### config.mk
export PLATFORM = sky130hd
export DESIGN_NAME = game_flow_ctrl
export DESIGN_NICKNAME = d
export VERILOG_FILES = /design/src/rtl/game_flow_ctrl.sv
export SDC_FILE = /design/constraint.sdc
export NUM_CORES = 1
export LEC_CHECK = 0
export BUFFER_PORTS_ARGS = -buffer_cell sky130_fd_sc_hd__clkbuf_2
export CAP_MARGIN = 0
export CORE_UTILIZATION = 50
export CTS_BUF_LIST = sky130_fd_sc_hd__clkbuf_2 sky130_fd_sc_hd__clkbuf_4 sky130_fd_sc_hd__clkbuf_8
export CTS_CLUSTER_SIZE = 30
export DETAILED_ROUTE_END_ITERATION = 10
export PLACE_DENSITY = 0.78
export SETUP_SLACK_MARGIN = 0.1
export SLEW_MARGIN = 20
export SYNTH_ARGS = -nofsm -noshare
export SYNTH_HDL_FRONTEND = slang
export SYNTH_SLANG_ARGS = --single-unit
### constraint.sdc
create_clock -name clock -period 3.39 [get_ports clock]
set_clock_uncertainty 0.05 [all_clocks]
set_input_delay 0.678 -clock clock [delete_from_list [all_inputs] [get_ports clock]]
set_output_delay 0.678 -clock clock [all_outputs]
set_load 0.03 [all_outputs]
### src/rtl/game_flow_ctrl.sv
// game_flow_ctrl: button conditioning, screen sequencing, lives tracking and
// mouth animation for the game top level.
// Build option: define ATTRACT_TIMEOUT_EN to make GAMEOVER return to TITLE on its
// own after ATTRACT_CYCLES idle cycles.
module game_flow_ctrl #(
  parameter int unsigned DEBOUNCE_CYCLES   = 500000,
  parameter int unsigned DEATH_HOLD_CYCLES = 100000000,
  parameter int unsigned MOUTH_PERIOD      = 6250000,
  parameter int unsigned LIVES             = 3
`ifdef ATTRACT_TIMEOUT_EN
  , parameter int unsigned ATTRACT_CYCLES  = 500000000
`endif
) (
  input  logic       clock,
  input  logic       reset,
  input  logic       start_btn,
  input  logic       pause_btn,
  input  logic       player0_dead,
  input  logic       player1_dead,
  output logic [2:0] screenReg,
  output logic       gameplay,
  output logic       proc_stall,
  output logic       respawn,
  output logic [1:0] lives_left,
  output logic       pacman_mouth
);

  localparam int unsigned DB_W    = $clog2(DEBOUNCE_CYCLES + 1);
  localparam int unsigned HOLD_W  = $clog2(DEATH_HOLD_CYCLES + 1);
  localparam int unsigned MOUTH_W = $clog2(MOUTH_PERIOD + 1);
`ifdef ATTRACT_TIMEOUT_EN
  localparam int unsigned ATT_W   = $clog2(ATTRACT_CYCLES + 1);
`endif

  typedef enum logic [2:0] {
    S_TITLE    = 3'd0,
    S_PLAY     = 3'd1,
    S_PAUSE    = 3'd2,
    S_DEATH    = 3'd3,
    S_GAMEOVER = 3'd4
  } state_t;

  // Bit 0 = start, bit 1 = pause.
  logic [1:0]            btn_s1_q, btn_s2_q;
  logic [1:0]            dead_s1_q, dead_s2_q;
  logic [1:0]            init_q, init_d;
  logic [1:0]            db_q, db_d;
  logic [1:0][DB_W-1:0]  db_cnt_q, db_cnt_d;
  logic [1:0]            press_c;
  logic                  dead_any_c;

  state_t                state_q, state_d;
  logic                  gameplay_q, gameplay_d;
  logic                  stall_q, stall_d;
  logic                  respawn_q, respawn_d;
  logic [1:0]            lives_q, lives_d;
  logic                  mouth_q, mouth_d;
  logic [MOUTH_W-1:0]    mcnt_q, mcnt_d;
  logic [HOLD_W-1:0]     hold_q, hold_d;
`ifdef ATTRACT_TIMEOUT_EN
  logic [ATT_W-1:0]      att_q, att_d;
`endif

  assign dead_any_c = dead_s2_q[0] | dead_s2_q[1];

  // Debouncers: seed from the synchronizer after reset, then require a stable mismatch.
  always_comb begin
    db_d     = db_q;
    db_cnt_d = '0;
    press_c  = '0;
    init_d   = (init_q == 2'd2) ? init_q : init_q + 2'd1;
    if (init_q != 2'd2) begin
      db_d = btn_s1_q;
    end else begin
      for (int i = 0; i < 2; i++) begin
        if (btn_s2_q[i] != db_q[i]) begin
          if (db_cnt_q[i] == DB_W'(DEBOUNCE_CYCLES - 1)) begin
            db_d[i]    = btn_s2_q[i];
            press_c[i] = btn_s2_q[i];
          end else begin
            db_cnt_d[i] = db_cnt_q[i] + DB_W'(1);
          end
        end
      end
    end
  end

  // Screen FSM next state, lives, hold/mouth counters and registered outputs.
  always_comb begin
    state_d   = state_q;
    respawn_d = 1'b0;
    lives_d   = lives_q;
    hold_d    = hold_q;
    mcnt_d    = mcnt_q;
    mouth_d   = mouth_q;
`ifdef ATTRACT_TIMEOUT_EN
    att_d     = att_q;
`endif

    if (state_q == S_PLAY) begin
      if (mcnt_q == MOUTH_W'(MOUTH_PERIOD - 1)) begin
        mcnt_d  = '0;
        mouth_d = ~mouth_q;
      end else begin
        mcnt_d = mcnt_q + MOUTH_W'(1);
      end
    end

    case (state_q)
      S_TITLE: begin
        if (press_c[0]) begin
          state_d   = S_PLAY;
          lives_d   = 2'(LIVES);
          respawn_d = 1'b1;
        end
      end
      S_PLAY: begin
        if (dead_any_c) begin
          state_d = S_DEATH;
          lives_d = (lives_q == 2'd0) ? 2'd0 : lives_q - 2'd1;
          hold_d  = '0;
        end else if (press_c[1]) begin
          state_d = S_PAUSE;
        end
      end
      S_PAUSE: begin
        if (press_c[1]) state_d = S_PLAY;
      end
      S_DEATH: begin
        if (hold_q == HOLD_W'(DEATH_HOLD_CYCLES - 1)) begin
          if (lives_q == 2'd0) begin
            state_d = S_GAMEOVER;
`ifdef ATTRACT_TIMEOUT_EN
            att_d   = '0;
`endif
          end else begin
            state_d   = S_PLAY;
            respawn_d = 1'b1;
          end
        end else begin
          hold_d = hold_q + HOLD_W'(1);
        end
      end
      S_GAMEOVER: begin
        if (press_c[0]) begin
          state_d = S_TITLE;
`ifdef ATTRACT_TIMEOUT_EN
        end else if (att_q == ATT_W'(ATTRACT_CYCLES - 1)) begin
          state_d = S_TITLE;
        end else begin
          att_d = att_q + ATT_W'(1);
`endif
        end
      end
      default: state_d = S_TITLE;
    endcase

    // Respawn restarts the animation from a closed mouth.
    if (respawn_d) begin
      mcnt_d  = '0;
      mouth_d = 1'b0;
    end

    gameplay_d = (state_d == S_PLAY);
    stall_d    = (state_d != S_PLAY);
  end

  // State, synchronizer and counter registers.
  always_ff @(posedge clock or posedge reset) begin
    if (reset) begin
      btn_s1_q   <= '0;
      btn_s2_q   <= '0;
      dead_s1_q  <= '0;
      dead_s2_q  <= '0;
      init_q     <= '0;
      db_q       <= '0;
      db_cnt_q   <= '0;
      state_q    <= S_TITLE;
      gameplay_q <= 1'b0;
      stall_q    <= 1'b1;
      respawn_q  <= 1'b0;
      lives_q    <= 2'(LIVES);
      mouth_q    <= 1'b0;
      mcnt_q     <= '0;
      hold_q     <= '0;
`ifdef ATTRACT_TIMEOUT_EN
      att_q      <= '0;
`endif
    end else begin
      btn_s1_q   <= {pause_btn, start_btn};
      btn_s2_q   <= btn_s1_q;
      dead_s1_q  <= {player1_dead, player0_dead};
      dead_s2_q  <= dead_s1_q;
      init_q     <= init_d;
      db_q       <= db_d;
      db_cnt_q   <= db_cnt_d;
      state_q    <= state_d;
      gameplay_q <= gameplay_d;
      stall_q    <= stall_d;
      respawn_q  <= respawn_d;
      lives_q    <= lives_d;
      mouth_q    <= mouth_d;
      mcnt_q     <= mcnt_d;
      hold_q     <= hold_d;
`ifdef ATTRACT_TIMEOUT_EN
      att_q      <= att_d;
`endif
    end
  end

  assign screenReg    = state_q;
  assign gameplay     = gameplay_q;
  assign proc_stall   = stall_q;
  assign respawn      = respawn_q;
  assign lives_left   = lives_q;
  assign pacman_mouth = mouth_q;

endmodule

==> out/summary.txt <==
status - complete, no violations
CTS tree - yes
core area - 11,000 sq um
Avg WL per Cell - 15.1 um
Worst-Margin Slew - 0.863 ns
crit-path max FO - 11
die area - 11,800 sq um
r2r startpoint - db_cnt_q[5]$_DFF_PP0_
Num CTS Buffers - 9
Max-Cap Viols - 0
Final Power - 0.00219 W
DR DRC count - 0
average cell area after synthesis - 9.56 sq um
CP bufs+invs - 0
detailed-route via count - 4,456
WL final - 11.4 mm
Net count, final - 617
gpl congestion - 0.841
Ports - 15
Fin Setup TNS - 0 ns
Synth warnings - 0
Final Hold Fails - 0
Distinct cells, synth - 61
vias in the first global route - 4,344
Setup violations, final - 0
critical path class - reg -> reg
area taken by multi-input logic gates - 2790 sq um
global-route total usage across every layer - 21.0%
Setup crit start - db_cnt_q[5]$_DFF_PP0_
tightest hold margin - 0.318 ns
Overflow after GRT - 0
Placed Cells - 735
die height - 109 um
Reg area - 2730 sq um
FF-to-FF End - mcnt_q[19]$_DFFE_PP0P_
area leader, netlist - dfrtp_1
Worst Path Required - 3.65 ns
Leak - 2.54 nW
initial antenna violation count - 0
CP delay by family, top - simple AND/OR/NAND/NOR gates
clk_lat worst skew - 0.39 ns
critical-path cell list - or4b_2 > nor3_1 > a21oi_1 > a211oi_1 > mux2i_1
post-cts resize count - 0
crit path DAT - 2.76 ns
DRT Pass-1 Iters - 5
commonest register cell after synthesis - dfrtp_1
Antenna Cells - 0
post-route ant nets - 0
post-layout minimum cycle time - 2.50 ns
depth of the worst register-to-register path - 5
Chip Width - 109 um
IO buf count - 14
Period Utilization, post-route - 73.9%
CTS root buf - clkbuf_8
pwr/cell area - 359 nW/um^2
fin. max-slew vios - 0
Slew HR - 42.0%
worst stage delay on the critical path - 0.71 ns
synthesized netlist cell count - 596
htree depth - 3
buffer count from post-CTS setup fixing - 0
max frequency - 0.399 GHz
Synth Cell Area - 5700 sq um
unrepaired setup endpoints after global routing - no
post-synthesis net count - 607
VDD IR max - 0.242 mV
Hold Crit Class - reg -> reg
CP endpoint - mcnt_q[19]$_DFFE_PP0P_
Yosys top cell area share - 46.5%
Layout fillers - 961
ys async rst share - 100%
initial DRC count - 258
Synth-to-Final Area Change - 7.03%
Post-synth EDFFs - 0
first-pass GRT wire length - 19.6 mm
HPWL after DPL - 7.85 mm
ranking of synthesized cells by area - dfrtp_1 47%, nor2_1 5.0%, xnor2_1 4.1%
Starting Density - 51.9%
r2r setup slk - 0.89 ns
crit path launch type - flop
non-filler cells, final - 751
largest net degree at the start of global routing - 55
vias per cell - 5.93
share of cells above drive strength 1 - 9.33%
hold depth - 0
Post-synth top cells - 106 x dfrtp_1, 76 x nor2_1, 46 x nand3_1
Seq/Total Area, Yosys - 47.9%
row count - 38
CTS max path bufs - 2
Synth Register Bits - 109
Sink Count - 109
Reg clk slew, reported paths - 0.11 ns
Crit-path slowest cell - or4b_2
most frequent cell after synthesis - dfrtp_1
hold buffer count at cts - 0
critical path endpoint category - flop
Worst path depth - 5
[cell usage in the layout, fill, tap and decap left out, types with 5 or more instances in the layout]
cell type	instances
or3_1	11
nand3_1	46
o31ai_1	8
nand3b_1	16
nor4_1	10
xor2_1	21
and3_1	13
dfrtp_1	106
a21oi_1	35
nor2_1	76
or4_1	14
nand2_1	41
o21ai_0	12
clkbuf_2	14
and4_1	6
inv_1	17
clkbuf_8	9
buf_4	7
nand4_1	25
mux2i_1	21
nor3_1	13
xnor2_1	27
ha_1	5
[how the worst min path moves through the flow]
stage                      startpoint                endpoint  slack [ns]
5_1_grt                     start_btn   btn_s1_q[0]$_DFF_PP0_        0.32
6_report       dead_s1_q[0]$_DFF_PP0_  dead_s2_q[0]$_DFF_PP0_        0.32
4_1_cts        dead_s1_q[1]$_DFF_PP0_  dead_s2_q[1]$_DFF_PP0_        0.32
3_5_place_dp   dead_s1_q[1]$_DFF_PP0_  dead_s2_q[1]$_DFF_PP0_        0.29
3_3_place_gp   dead_s1_q[1]$_DFF_PP0_  dead_s2_q[1]$_DFF_PP0_        0.29
2_1_floorplan  dead_s1_q[0]$_DFF_PP0_  dead_s2_q[0]$_DFF_PP0_        0.28
[cells by family (layout without fill, tap and decap cells)]
group | after synthesis | after routing | share of synthesized area [%]
adder cells (fa/ha/maj) | 5 | 5 | 1.10
XOR/XNOR | 48 | 48 | 7.38
AND/OR/NAND/NOR | 300 | 300 | 29.1
multiplexers | 22 | 22 | 3.89
buffers and inverters | 41 | 56 | 3.16
flip-flops | 109 | 109 | 47.9
AO/OA/AOI/OAI | 71 | 71 | 7.42
[area by class of cell]
cell class / count / area share (%)
clock buffers: 9 / 2.03
multi-input cells: 446 / 45.7
well taps: 140 / 2.87
clock inverters: 7 / 1.11
inverters: 18 / 1.17
flip-flops and latches: 109 / 44.8
repair buffers: 22 / 2.34
[registers in the layout, summed over array words and instances (netlist names)]
name,cells
btn_s1_q,2
btn_s2_q,2
db_cnt_q,38
db_q,2
dead_s1_q,2
dead_s2_q,2
gameplay,1
hold_q,27
init_q,2
lives_left,2
mcnt_q,23
pacman_mouth,1
proc_stall,1
respawn,1
screenReg,3
[where the power goes]
part | leakage (nW) | total, W | internal, W | switching, W
combinational | 0.972 | 0.0000727 | 0.0000206 | 0.0000521
sequential | 1.48 | 0.00133 | 0.00132 | 0.0000156
clock | 0.0924 | 0.000781 | 0.000285 | 0.000496
total | 2.54 | 0.00219 | 0.00162 | 0.000564
[per-stage QoR]
stage / area [sq um] / util [%] / setup WS [ns]
2_1_floorplan: 5700 / - / 1.04
3_3_place_gp: 5910 / 53.8 / 0.977
3_5_place_dp: 5910 / 53.8 / 0.920
4_1_cts: 6100 / 55.5 / 0.876
5_1_grt: 6100 / 55.5 / 0.669
6_report: 6100 / 55.5 / 0.886
[layer usage]
| metal | vias to the layer above | share of wire, % | track usage [%] |
|---|---|---|---|
| li1 | 2165 | - | - |
| met1 | 2193 | 45 | 26.9 |
| met2 | 89 | 50 | 35.5 |
| met3 | 9 | 3.7 | 3.95 |
| met4 | 0 | 1.1 | 7.24 |
| met5 | - | 0 | 0 |
No activity file was read; power rests on OpenSTA's default activity.
